### src/rtl/fcb_multichain_loader_if.sv
// fcb_multichain_loader_if: Wishbone slave bus bundle for the fabric configuration loader.
interface fcb_multichain_loader_if #(parameter int WORD_W = 32);
  logic [2:0]        wb_adr_i;
  logic [WORD_W-1:0] wb_dat_i;
  logic [3:0]        wb_sel_i;
  logic              wb_stb_i;
  logic              wb_cyc_i;
  logic              wb_we_i;
  logic [WORD_W-1:0] wb_dat_o;
  logic              wb_ack_o;
  modport slave (input wb_adr_i, wb_dat_i, wb_sel_i, wb_stb_i, wb_cyc_i, wb_we_i, output wb_dat_o, wb_ack_o);
  modport master (output wb_adr_i, wb_dat_i, wb_sel_i, wb_stb_i, wb_cyc_i, wb_we_i, input wb_dat_o, wb_ack_o);
endinterface

### src/rtl/fcb_multichain_loader.sv
// fcb_multichain_loader: Wishbone-fed word FIFO shifted into NUM_CHAINS parallel fabric scan chains.
// Define FCB_READBACK_EN to capture chain_tail_i into the RDBK register at every shift.
module fcb_multichain_loader #(
  parameter int NUM_CHAINS = 4,
  parameter int WORD_W     = 32,
  parameter int FIFO_DEPTH = 8,
  parameter int LEN_W      = 24,
  parameter int DIV_W      = 8
) (
  input  logic                  clk,
  input  logic                  reset,
  fcb_multichain_loader_if.slave wb,
  input  logic [NUM_CHAINS-1:0] chain_tail_i,
  output logic [NUM_CHAINS-1:0] chain_head_o,
  output logic                  prog_clk_o,
  output logic                  prset_o,
  output logic                  greset_o,
  output logic                  op_en_o,
  output logic                  irq_o
);
  localparam int SLICES = WORD_W / NUM_CHAINS;
  localparam int SW = SLICES > 1 ? $clog2(SLICES) : 1;
  localparam int AW = FIFO_DEPTH > 1 ? $clog2(FIFO_DEPTH) : 1;

  typedef enum logic [2:0] {IDLE, LOAD, SETUP, PULSE, DONE} state_t;
  state_t r_state, w_nstate;

  logic              r_ack, r_irq_en, r_done, r_ovf, r_len_err, r_prog_clk, r_prset;
  logic [WORD_W-1:0] r_dat, r_word, w_rdbk, w_bmask, w_rmux;
  logic [LEN_W-1:0]  r_len, r_cnt;
  logic [DIV_W-1:0]  r_div, r_div_act, r_ph;
  logic [SW-1:0]     r_slice;
  logic [WORD_W-1:0] r_mem [FIFO_DEPTH];
  logic [AW-1:0]     r_wp, r_rp;
  logic [AW:0]       r_lvl;
  logic w_acc, w_wr, w_rd, w_busy, w_full, w_empty, w_abort, w_start, w_go;
  logic w_push, w_pop, w_flush, w_ph_end, w_last, w_enter, w_ctrl_wr, w_stat_wr;

  assign w_acc     = wb.wb_stb_i & wb.wb_cyc_i & ~r_ack;
  assign w_wr      = w_acc & wb.wb_we_i;
  assign w_rd      = w_acc & ~wb.wb_we_i;
  assign w_ctrl_wr = w_wr & (wb.wb_adr_i == 3'd0) & wb.wb_sel_i[0];
  assign w_stat_wr = w_wr & (wb.wb_adr_i == 3'd4);
  assign w_busy    = r_state inside {LOAD, SETUP, PULSE};
  assign w_full    = r_lvl == (AW+1)'(FIFO_DEPTH);
  assign w_empty   = r_lvl == '0;
  assign w_abort   = w_ctrl_wr & wb.wb_dat_i[1];
  assign w_start   = w_ctrl_wr & wb.wb_dat_i[0] & ~w_abort & (r_state inside {IDLE, DONE});
  assign w_go      = w_start & (r_len != '0);
  assign w_push    = w_wr & (wb.wb_adr_i == 3'd1) & ~w_full;
  assign w_pop     = (r_state == LOAD) & ~w_empty & ~w_abort;
  assign w_ph_end  = r_ph == r_div_act;
  assign w_last    = ({1'b0, r_cnt} + (LEN_W+1)'(1)) >= {1'b0, r_len};
  assign w_enter   = w_nstate != r_state;
  assign w_flush   = w_abort | ((w_nstate == DONE) & (r_state != DONE));

  always_ff @(posedge clk or negedge reset)
    if (!reset) r_state <= IDLE;
    else r_state <= w_nstate;

  always_comb begin
    w_nstate = r_state;
    case (r_state)
      IDLE, DONE: if (w_start) w_nstate = w_go ? LOAD : IDLE;
      LOAD:       if (!w_empty) w_nstate = SETUP;
      SETUP:      if (w_ph_end) w_nstate = PULSE;
      PULSE:      if (w_ph_end) w_nstate = w_last ? DONE : (r_slice == SW'(SLICES-1)) ? LOAD : SETUP;
      default:    w_nstate = IDLE;
    endcase
    if (w_abort) w_nstate = IDLE;
  end

  always_comb begin
    for (int i = 0; i < WORD_W; i++) w_bmask[i] = (i < 32) && wb.wb_sel_i[(i / 8) % 4];
  end

  always_comb begin
    case (wb.wb_adr_i)
      3'd0:    w_rmux = WORD_W'({r_irq_en, 2'b00});
      3'd1:    w_rmux = WORD_W'(r_lvl);
      3'd2:    w_rmux = WORD_W'(r_len);
      3'd3:    w_rmux = WORD_W'(r_div);
      3'd4:    w_rmux = WORD_W'({w_empty, w_full, r_len_err, r_ovf, r_done, w_busy});
      3'd5:    w_rmux = WORD_W'(r_cnt);
      3'd6:    w_rmux = w_rdbk;
      default: w_rmux = '0;
    endcase
  end

  always_ff @(posedge clk or negedge reset)
    if (!reset) begin
      r_ack <= 1'b0;
      r_dat <= '0;
    end else begin
      r_ack <= wb.wb_stb_i & wb.wb_cyc_i & ~r_ack;
      if (w_rd) r_dat <= w_rmux;
    end

  // Status flags: a hardware set wins over a same-cycle write-1-to-clear.
  always_ff @(posedge clk or negedge reset)
    if (!reset) begin
      r_irq_en   <= 1'b0;
      r_len      <= '0;
      r_div      <= '0;
      r_done     <= 1'b0;
      r_ovf      <= 1'b0;
      r_len_err  <= 1'b0;
      r_cnt      <= '0;
      r_prog_clk <= 1'b0;
      r_prset    <= 1'b1;
    end else begin
      if (w_ctrl_wr) r_irq_en <= wb.wb_dat_i[2];
      if (w_wr && wb.wb_adr_i == 3'd2) r_len <= LEN_W'((WORD_W'(r_len) & ~w_bmask) | (wb.wb_dat_i & w_bmask));
      if (w_wr && wb.wb_adr_i == 3'd3) r_div <= DIV_W'((WORD_W'(r_div) & ~w_bmask) | (wb.wb_dat_i & w_bmask));
      r_done     <= (w_abort || w_go) ? 1'b0 : ((w_nstate == DONE) && (r_state != DONE)) ? 1'b1 :
                    (w_stat_wr && wb.wb_dat_i[1]) ? 1'b0 : r_done;
      r_ovf      <= (w_wr && wb.wb_adr_i == 3'd1 && w_full) ? 1'b1 : (w_stat_wr && wb.wb_dat_i[2]) ? 1'b0 : r_ovf;
      r_len_err  <= (w_start && !w_go) ? 1'b1 : (w_stat_wr && wb.wb_dat_i[3]) ? 1'b0 : r_len_err;
      r_cnt      <= w_go ? '0 : (r_state == PULSE && w_ph_end && !(&r_cnt)) ? r_cnt + LEN_W'(1) : r_cnt;
      r_prog_clk <= w_nstate == PULSE;
      r_prset    <= (w_nstate == IDLE) ? 1'b1 : (w_nstate == SETUP) ? 1'b0 : r_prset;
    end

  // The divider is latched at each phase entry so bus writes land on phase boundaries.
  always_ff @(posedge clk or negedge reset)
    if (!reset) begin
      r_ph      <= '0;
      r_div_act <= '0;
      r_word    <= '0;
      r_slice   <= '0;
    end else begin
      r_ph <= w_enter ? '0 : r_ph + DIV_W'(1);
      if (w_enter) r_div_act <= r_div;
      if (w_pop) begin
        r_word  <= r_mem[r_rp];
        r_slice <= '0;
      end else if (r_state == PULSE && w_ph_end) begin
        r_word  <= r_word >> NUM_CHAINS;
        r_slice <= r_slice + SW'(1);
      end
    end

  always_ff @(posedge clk)
    if (w_push && !w_flush) r_mem[r_wp] <= wb.wb_dat_i;

  always_ff @(posedge clk or negedge reset)
    if (!reset) begin
      r_wp  <= '0;
      r_rp  <= '0;
      r_lvl <= '0;
    end else if (w_flush) begin
      r_wp  <= '0;
      r_rp  <= '0;
      r_lvl <= '0;
    end else begin
      if (w_push) r_wp <= r_wp + AW'(1);
      if (w_pop) r_rp <= r_rp + AW'(1);
      r_lvl <= r_lvl + (AW+1)'(w_push) - (AW+1)'(w_pop);
    end

`ifdef FCB_READBACK_EN
  logic [WORD_W-1:0] r_rdbk;
  always_ff @(posedge clk or negedge reset)
    if (!reset) r_rdbk <= '0;
    else if (w_start) r_rdbk <= '0;
    else if (r_state == SETUP && w_nstate == PULSE) r_rdbk <= {r_rdbk[WORD_W-NUM_CHAINS-1:0], chain_tail_i};
  assign w_rdbk = r_rdbk;
`else
  logic w_unused_tail;
  assign w_unused_tail = ^chain_tail_i;
  assign w_rdbk = '0;
`endif

  assign wb.wb_ack_o  = r_ack;
  assign wb.wb_dat_o  = r_dat;
  assign chain_head_o = (r_state inside {SETUP, PULSE}) ? r_word[NUM_CHAINS-1:0] : '0;
  assign prog_clk_o   = r_prog_clk;
  assign prset_o      = r_prset;
  assign greset_o     = r_state != DONE;
  assign op_en_o      = r_state == DONE;
  assign irq_o        = r_irq_en & (r_done | r_ovf | r_len_err);
endmodule

### src/flat_wrapper.sv
// flat-port wrapper written by rule: the top's interface ports become plain ports
module fcb_multichain_loader_flat 
#(
  parameter int NUM_CHAINS = 4,
  parameter int WORD_W     = 32,
  parameter int FIFO_DEPTH = 8,
  parameter int LEN_W      = 24,
  parameter int DIV_W      = 8
)
  (clk, reset, chain_tail_i, chain_head_o, prog_clk_o, prset_o, greset_o, op_en_o, irq_o, wb_wb_adr_i, wb_wb_dat_i, wb_wb_sel_i, wb_wb_stb_i, wb_wb_cyc_i, wb_wb_we_i, wb_wb_dat_o, wb_wb_ack_o);
  fcb_multichain_loader_if #(.WORD_W(WORD_W)) wb_i ();
  input  logic clk;
  input  logic reset;
  input  logic [NUM_CHAINS-1:0] chain_tail_i;
  output logic [NUM_CHAINS-1:0] chain_head_o;
  output logic prog_clk_o;
  output logic prset_o;
  output logic greset_o;
  output logic op_en_o;
  output logic irq_o;
  input wire logic [$bits(wb_i.wb_adr_i)-1:0] wb_wb_adr_i;
  input wire logic [$bits(wb_i.wb_dat_i)-1:0] wb_wb_dat_i;
  input wire logic [$bits(wb_i.wb_sel_i)-1:0] wb_wb_sel_i;
  input wire logic [$bits(wb_i.wb_stb_i)-1:0] wb_wb_stb_i;
  input wire logic [$bits(wb_i.wb_cyc_i)-1:0] wb_wb_cyc_i;
  input wire logic [$bits(wb_i.wb_we_i)-1:0] wb_wb_we_i;
  output wire logic [$bits(wb_i.wb_dat_o)-1:0] wb_wb_dat_o;
  output wire logic [$bits(wb_i.wb_ack_o)-1:0] wb_wb_ack_o;
  assign wb_i.wb_adr_i = wb_wb_adr_i;
  assign wb_i.wb_dat_i = wb_wb_dat_i;
  assign wb_i.wb_sel_i = wb_wb_sel_i;
  assign wb_i.wb_stb_i = wb_wb_stb_i;
  assign wb_i.wb_cyc_i = wb_wb_cyc_i;
  assign wb_i.wb_we_i = wb_wb_we_i;
  assign wb_wb_dat_o = wb_i.wb_dat_o;
  assign wb_wb_ack_o = wb_i.wb_ack_o;
  fcb_multichain_loader #(.NUM_CHAINS(NUM_CHAINS), .WORD_W(WORD_W), .FIFO_DEPTH(FIFO_DEPTH), .LEN_W(LEN_W), .DIV_W(DIV_W)) u_core (.clk(clk), .reset(reset), .wb(wb_i), .chain_tail_i(chain_tail_i), .chain_head_o(chain_head_o), .prog_clk_o(prog_clk_o), .prset_o(prset_o), .greset_o(greset_o), .op_en_o(op_en_o), .irq_o(irq_o));
endmodule
### config.mk
export PLATFORM = sky130hd
export DESIGN_NAME = fcb_multichain_loader_flat
export DESIGN_NICKNAME = d
export VERILOG_FILES = /design/src/rtl/fcb_multichain_loader_if.sv /design/src/rtl/fcb_multichain_loader.sv /design/src/flat_wrapper.sv
export SDC_FILE = /design/constraint.sdc
export NUM_CORES = 1
export LEC_CHECK = 0
export BUFFER_PORTS_ARGS = -buffer_cell sky130_fd_sc_hd__buf_2
export CAP_MARGIN = 20
export CORE_MARGIN = 2
export CORE_UTILIZATION = 55
export DETAILED_ROUTE_END_ITERATION = 10
export HOLD_SLACK_MARGIN = 0.08
export PLACE_DENSITY = 0.8
export SYNTH_ARGS = -nofsm -noshare
export SYNTH_HDL_FRONTEND = slang
export SYNTH_SLANG_ARGS = --single-unit
### constraint.sdc
create_clock -name clk -period 8.95 [get_ports clk]
set_input_delay 0.895 -clock clk [delete_from_list [all_inputs] [get_ports clk]]
set_output_delay 0.895 -clock clk [all_outputs]
set_load 0.05 [all_outputs]
==> results.py, run 1 <==
metrics = {
    "outcome": {
        "status": "complete, no violations",
    },
    "clock_tree": {
        "cts-root-buf": "clkbuf_16",
        "clkLatencyLatePin_ns": 0.55,
        "clock_sinks": 407,
        "cts_resized": 0,
        "hold_buffers": 0,
        "cts_setup_buffers": 0,
        "cts_buffers": 40,
        "cts_tree": "yes",
        "cts_buffer_depth": 3,
        "clk_pin_slew_ns": 0.07,
        "htreeDepth": 2,
    },
    "critical_path": {
        "r2r-end": "u_core.r_mem[0][12]",
        "worst_setup_path_end_kind": "register",
        "rr_startpoint": "u_core.r_cnt[0]",
        "r2r_slack_ns": 2.68,
        "crit_path_end": "u_core.r_mem[0][12]",
        "cp_max_fo": 24,
        "reg2reg_depth": 15,
        "required_ns": 9.14,
        "crit_arrival_ns": 6.45,
        "critPathLaunchType": "register",
        "cp-startpoint": "u_core.r_cnt[0]",
        "worstSetupPathType": "register to register",
    },
    "placement": {
        "dpl.cell_count": 1690,
        "routabilityCongestion": 0.877,
        "place_hpwl_mm": 23.4,
        "io_buffers": 76,
    },
    "sta": {
        "rsz0062_at_grt": "false",
        "fin_tns_setup_ns": 0,
        "setup_viol": 0,
        "slew-limit-headroom_pct": 26.2,
        "slew_violations": 0,
        "skew_ns": 0.0153,
        "tightest_slew_ns": 1.10,
        "fmax_mhz": 160,
        "fin_crit_sh_pct": 70.0,
        "hold_viol_final": 0,
        "fin_crit_ns": 6.27,
    },
    "route": {
        "num_vias": 10800,
        "wl_per_cell_um": 22.1,
        "routed_wl_mm": 39.1,
        "drc_errors": 0,
        "dr.first_iter.drc_count": 1104,
        "vias_per_cell": 6.12,
        "ant_nets": 0,
        "firstDrtPassIters": 6,
    },
    "power": {
        "ir_drop_mv": 0.153,
        "p_sw_uw": 1190,
        "power_frac_seq_pct": 47.2,
        "power.density_mw_per_mm2": 228,
        "clkPwrFrac_pct": 38.3,
        "swShare_pct": 26.2,
        "p_leak_uw": 0.00748,
        "combinationalPowerShare_pct": 14.5,
        "power.internal_uw": 3360,
    },
    "worst_hold_path": {
        "hold_class": "input port to asynchronous set/reset pin",
    },
    "logic_synthesis": {
        "synth_area_leader_cell": "edfxtp_1",
        "synth_ff_type": "edfxtp_1",
        "synth.avg_cell_area_um2": 14.1,
        "netlist_top_cells_area": "edfxtp_1, dfrtp_1, mux4_2, nand2_1, mux2_2",
        "synth_edf_count": 256,
        "syn_inst": 1261,
        "ys_seq_area_share_pct": 64.4,
        "synth.cell_area_mm2": 0.0178,
        "yosysTopAreaCellShare_pct": 43.1,
        "synth.distinct_cells": 63,
        "ys_ff_latch": 407,
        "yosys_warnings": 0,
        "synthArstFlopShare_pct": 37.1,
    },
    "flow_run": {
        "drv_cap": 0,
    },
    "final_layout": {
        "utilization_pct": 63.0,
        "layout.nets": 1415,
        "fillers": 2217,
        "final_common_cell": "edfxtp_1",
        "finalNonFillerCells": 1766,
        "layout_common_cells": "edfxtp_1, dfrtp_1, nand2_1, buf_2, mux4_2",
        "area_delta_synth_final_pct": 12.2,
        "layout-drive-gt1-share_pct": 21.2,
    },
    "global_routing": {
        "grt_overflow": 0,
        "grt_pass1_vias": 10900,
        "antenna_found_initial": 2,
        "grt_use_total_pct": 23.5,
        "grt_start_max_net_pins": 87,
        "grt_pass1_wl_mm": 60.9,
    },
    "die": {
        "die_h_um": 184,
        "coreArea_mm2": 0.0317,
        "die_area_mm2": 0.0339,
        "num_rows": 65,
        "pin_count": 90,
        "initial_core_util_pct": 56.2,
        "die_w_um": 184,
    },
}
-- cells by family (layout without fill, tap and decap cells) --
group,after synthesis,after routing,synth area share [%]
compound gates,179,179,6.64
xor+xnor,61,61,3.00
fa+ha+maj,37,37,2.64
buf+inv,118,212,2.75
flops,407,407,64.4
mux,115,115,11.3
other cells,1,10,0.0210
simple gates,343,343,9.30
-- metrics by stage --
step                hold slack [ns]  total power [uW]  setup WS [ns]  instance area, um2
floorplan                     0.458              2660           1.52               17800
global placement              0.441              2810           3.03               18600
detailed placement            0.450              2830           2.92               18600
CTS                           0.448              4570           2.81               20000
global route                  0.480              4720           2.30               20000
finish                        0.412              4550           2.68               20000
-- cell usage after synthesis, drive strengths merged, types with 2 or more instances --
cell / count
edfxtp: 256
dfrtp: 150
nand2: 141
mux4: 64
clkbuf: 54
nor2: 53
o21ai: 48
mux2: 43
inv: 40
ha: 36
nor2b: 36
a211oi: 32
xor2: 32
a31oi: 29
xnor2: 29
nand3: 28
a21oi: 23
a22oi: 23
buf: 23
nor4: 18
nand4: 15
and2: 14
and3: 9
mux2i: 8
or3: 7
nand2b: 6
nor3: 5
a21o: 4
nor3b: 3
o22a: 3
a211o: 2
a221oi: 2
and4b: 2
o31ai: 2
o41ai: 2
or2: 2
or4: 2
-- power by group through the flow --
stage               sequential (uW)  clock, uW  combinational (uW)
finish                         2150       1740                 658
global placement               2180          0                 628
CTS                            2150       1760                 657
floorplan                      2190          0                 463
detailed placement             2180          0                 649
global route                   2160       1840                 729
-- how the worst min path moves through the flow --
stage	start	to	slack [ns]	cells after the start
after floorplan	u_core.r_len_err	u_core.r_len_err	0.46	2
after global placement	u_core.wb.wb_ack_o	u_core.wb.wb_ack_o	0.44	1
after detailed placement	u_core.wb.wb_ack_o	u_core.wb.wb_ack_o	0.45	1
after CTS	reset	u_core.r_cnt[15]	0.45	1
after global routing	reset	u_core.r_cnt[15]	0.48	1
final	reset	u_core.r_cnt[15]	0.41	1
-- worst max-delay path: stages, from the launching register on --
cell and delay (ns):
dfrtp_1 0.52, ha_1 0.39, inv_1 0.10, nor3_1 0.43, nand3_1 0.27, nor3_1 0.61, xor2_1 0.15, ha_1 0.34
and3_1 0.19, a221o_1 0.34, a221oi_1 0.30, nor4b_2 0.72, a211o_1 0.39, o21ai_2 0.31, nor4_2 0.39, buf_4 0.47
-- cell type report --
cell class	instances	area (um2)	share of cell area (%)
tap	402	503	2.52
antenna	2	5.00	0.0250
inverter	41	154	0.770
timing repair buffer	97	544	2.72
clock inverter	20	285	1.43
clock buffer	54	1080	5.42
sequential	407	11500	57.4
multi-input combinational	743	5940	29.7
-- per-layer routing --
layer	up-vias	share of wire [%]	global-route usage [%]
li1	4831	-	-
met1	5440	40	31.6
met2	442	49	38.9
met5	-	0	0
met4	0	2.8	7.71
met3	88	7.3	4.62
-- sequential cells by signal, indices dropped and copies added (netlist names), named ones only --
register / count
u_core.r_div_act: 8
u_core.r_rp: 3
u_core.r_irq_en: 1
u_core.r_state: 3
u_core.r_lvl: 4
u_core.r_wp: 3
u_core.wb.wb_ack_o: 1
u_core.r_mem: 256
u_core.prog_clk_o: 1
u_core.r_ph: 8
u_core.r_word: 32
u_core.wb.wb_dat_o: 24
u_core.prset_o: 1
u_core.r_slice: 3
u_core.r_len_err: 1
u_core.r_cnt: 24
u_core.r_done: 1
u_core.r_ovf: 1
No activity file was read; power rests on OpenSTA's default activity.
==> run 2, diff against run 1 <==
--- a/config.mk
+++ b/config.mk
@@ -11,7 +11,7 @@
 export CORE_UTILIZATION = 55
 export DETAILED_ROUTE_END_ITERATION = 10
 export HOLD_SLACK_MARGIN = 0.08
-export PLACE_DENSITY = 0.8
+export PLACE_DENSITY = 0.83
 export SYNTH_ARGS = -nofsm -noshare
 export SYNTH_HDL_FRONTEND = slang
 export SYNTH_SLANG_ARGS = --single-unit
==> constraint.sdc (replaced) <==
create_clock -name clk -period 5.02 [get_ports clk]
set_input_delay 0.502 -clock clk [delete_from_list [all_inputs] [get_ports clk]]
set_output_delay 0.502 -clock clk [all_outputs]
set_load 0.05 [all_outputs]
==> run 2 against run 1 <==
Via count up 4.7%. Core utilization grew 1.7 points. Clock power is 83% higher. Final cell count rose by 1.5%. Register-to-register slack got worse by 2.5 ns. Fmax rose by 30%. Global-route usage grew 1.3 points. Setup slack worse by 2.5 ns.
==> results.py, run 2 (same netlist as run 1, synthesis figures left out) <==
metrics = {
    "route": {
        "dr.first_iter.drc_count": 1280,
        "vias_per_cell": 6.31,
        "ant_nets": 0,
        "routed_wl_mm": 40.8,
        "wl_per_cell_um": 22.7,
        "firstDrtPassIters": 7,
        "num_vias": 11300,
        "drc_errors": 0,
    },
    "global_routing": {
        "grt_pass1_wl_mm": 64.4,
        "antenna_found_initial": 2,
        "grt_use_total_pct": 24.8,
        "grt_overflow": 0,
        "grt_pass1_vias": 11500,
        "grt_start_max_net_pins": 66,
    },
    "sta": {
        "skew_ns": 0.0181,
        "fmax_mhz": 208,
        "slew-limit-headroom_pct": 32.7,
        "setup_viol": 0,
        "fin_tns_setup_ns": 0,
        "hold_viol_final": 0,
        "tightest_slew_ns": 1.01,
        "slew_violations": 0,
        "fin_crit_ns": 4.82,
        "fin_crit_sh_pct": 96.0,
    },
    "clock_tree": {
        "cts_tree": "yes",
        "cts_buffer_depth": 3,
        "cts_buffers": 41,
        "clk_pin_slew_ns": 0.06,
        "cts-root-buf": "clkbuf_16",
        "clkLatencyLatePin_ns": 0.54,
        "cts_setup_buffers": 0,
        "htreeDepth": 2,
        "clock_sinks": 407,
    },
    "final_layout": {
        "layout_common_cells": "edfxtp_1, dfrtp_1, nand2_1, buf_2, mux4_2",
        "largest_reg_flops": 256,
        "final_common_cell": "edfxtp_1",
        "layout-drive-gt1-share_pct": 23.1,
        "area_delta_synth_final_pct": 15.2,
        "layout.nets": 1442,
        "reg_top3": "u_core.r_mem (256), u_core.r_word (32)",
        "largest-register": "u_core.r_mem",
    },
    "critical_path": {
        "worst_setup_path_end_kind": "register",
        "required_ns": 5.29,
        "reg2reg_depth": 18,
        "cp_max_fo": 12,
        "critPathLaunchType": "register",
        "worstSetupPathType": "register to register",
        "crit_arrival_ns": 5.09,
    },
    "outcome": {
        "status": "complete, no violations",
    },
    "power": {
        "p_leak_uw": 0.00769,
        "p_total_uw": 8360,
        "power.density_mw_per_mm2": 407,
        "ir_drop_mv": 0.322,
    },
    "die": {
        "die_w_um": 184,
        "die_area_mm2": 0.0339,
        "pin_count": 90,
        "coreArea_mm2": 0.0317,
        "die_h_um": 184,
        "num_rows": 65,
        "initial_core_util_pct": 56.2,
    },
    "placement": {
        "io_buffers": 76,
        "routabilityCongestion": 0.904,
        "place_hpwl_mm": 25.4,
    },
    "worst_hold_path": {
        "hold_class": "input port to register",
        "hold_depth": 3,
    },
    "flow_run": {
        "drv_cap": 0,
    },
}
[run 2: area by class of cell]
cell class,instances,area [um2]
Antenna cell,2,5.00
Clock buffer,63,1180
Clock inverter,12,221
Fill cell,2112,11200
Inverter,41,154
Multi-Input combinational cell,743,6070
Sequential cell,407,11500
Tap cell,402,503
Timing Repair Buffer,123,917
[run 2: worst paths after layout]
path	startpoint	to	slack [ns]
worst max-delay path	u_core.r_cnt[0]	u_core.r_mem[2][31]	0.20
worst min-delay path	wb_wb_cyc_i	u_core.wb.wb_ack_o	0.23
worst max register to register	u_core.r_cnt[0]	u_core.r_mem[2][31]	0.20
worst min register to register	u_core.wb.wb_ack_o	u_core.wb.wb_ack_o	0.46
max in group asynchronous	reset	u_core.r_rp[0]	3.38
min in group asynchronous	reset	u_core.r_cnt[13]	0.49
[run 2: routing by layer]
metal / routed length (um) / part of all wire (%) / global-route usage (%) / vias up
met5: 0 / 0 / 0 / -
met1: 16600 / 41 / 34.1 / 5758
li1: - / - / - / 4887
met4: 1280 / 3.1 / 8.83 / 0
met2: 20000 / 49 / 40.9 / 568
met3: 2930 / 7.2 / 3.63 / 93
[run 2: report_power, final]
part / switching (uW) / total [uW] / internal [uW]
logic: 798 / 1350 / 549
registers: 141 / 3830 / 3690
clock network: 1250 / 3190 / 1930
total: 2190 / 8360 / 6170
[run 2: through the flow]
stage	utilization (%)	setup WS, ns	instance area, um2	cells	hold slack (ns)
after floorplan	-	0.0305	18000	1268	0.206
after global placement	60.1	0.306	19100	1714	0.436
after detailed placement	60.1	0.202	19100	1714	0.450
after CTS	64.6	0.137	20500	1790	0.217
after global routing	64.7	-0.0331	20500	1792	0.247
final	64.7	0.202	20500	1793	0.227
[run 2: critical path, stage by stage (launching register included)]
cell and delay, ns:
dfrtp_2 0.46, ha_1 0.20, inv_1 0.07, nor3_2 0.23, nand3_2 0.17, nor3_2 0.19
nand3_1 0.12, xnor2_1 0.14, ha_1 0.31, and3_1 0.21, nand2_1 0.08, or4_1 0.62
o41ai_4 0.44, nor4b_4 0.11, a211o_1 0.37, o21ai_4 0.28, buf_4 0.23, nor4_4 0.06
buf_4 0.26
[run 2: timing repair]
| action | in CTS | in global routing |
|---|---|---|
| gates resized for setup | 0 | 8 |
| hold buffers | 1 | 0 |
| hold endpoints to repair | 49 | 0 |
| endpoints found under the setup margin | 0 | 199 |
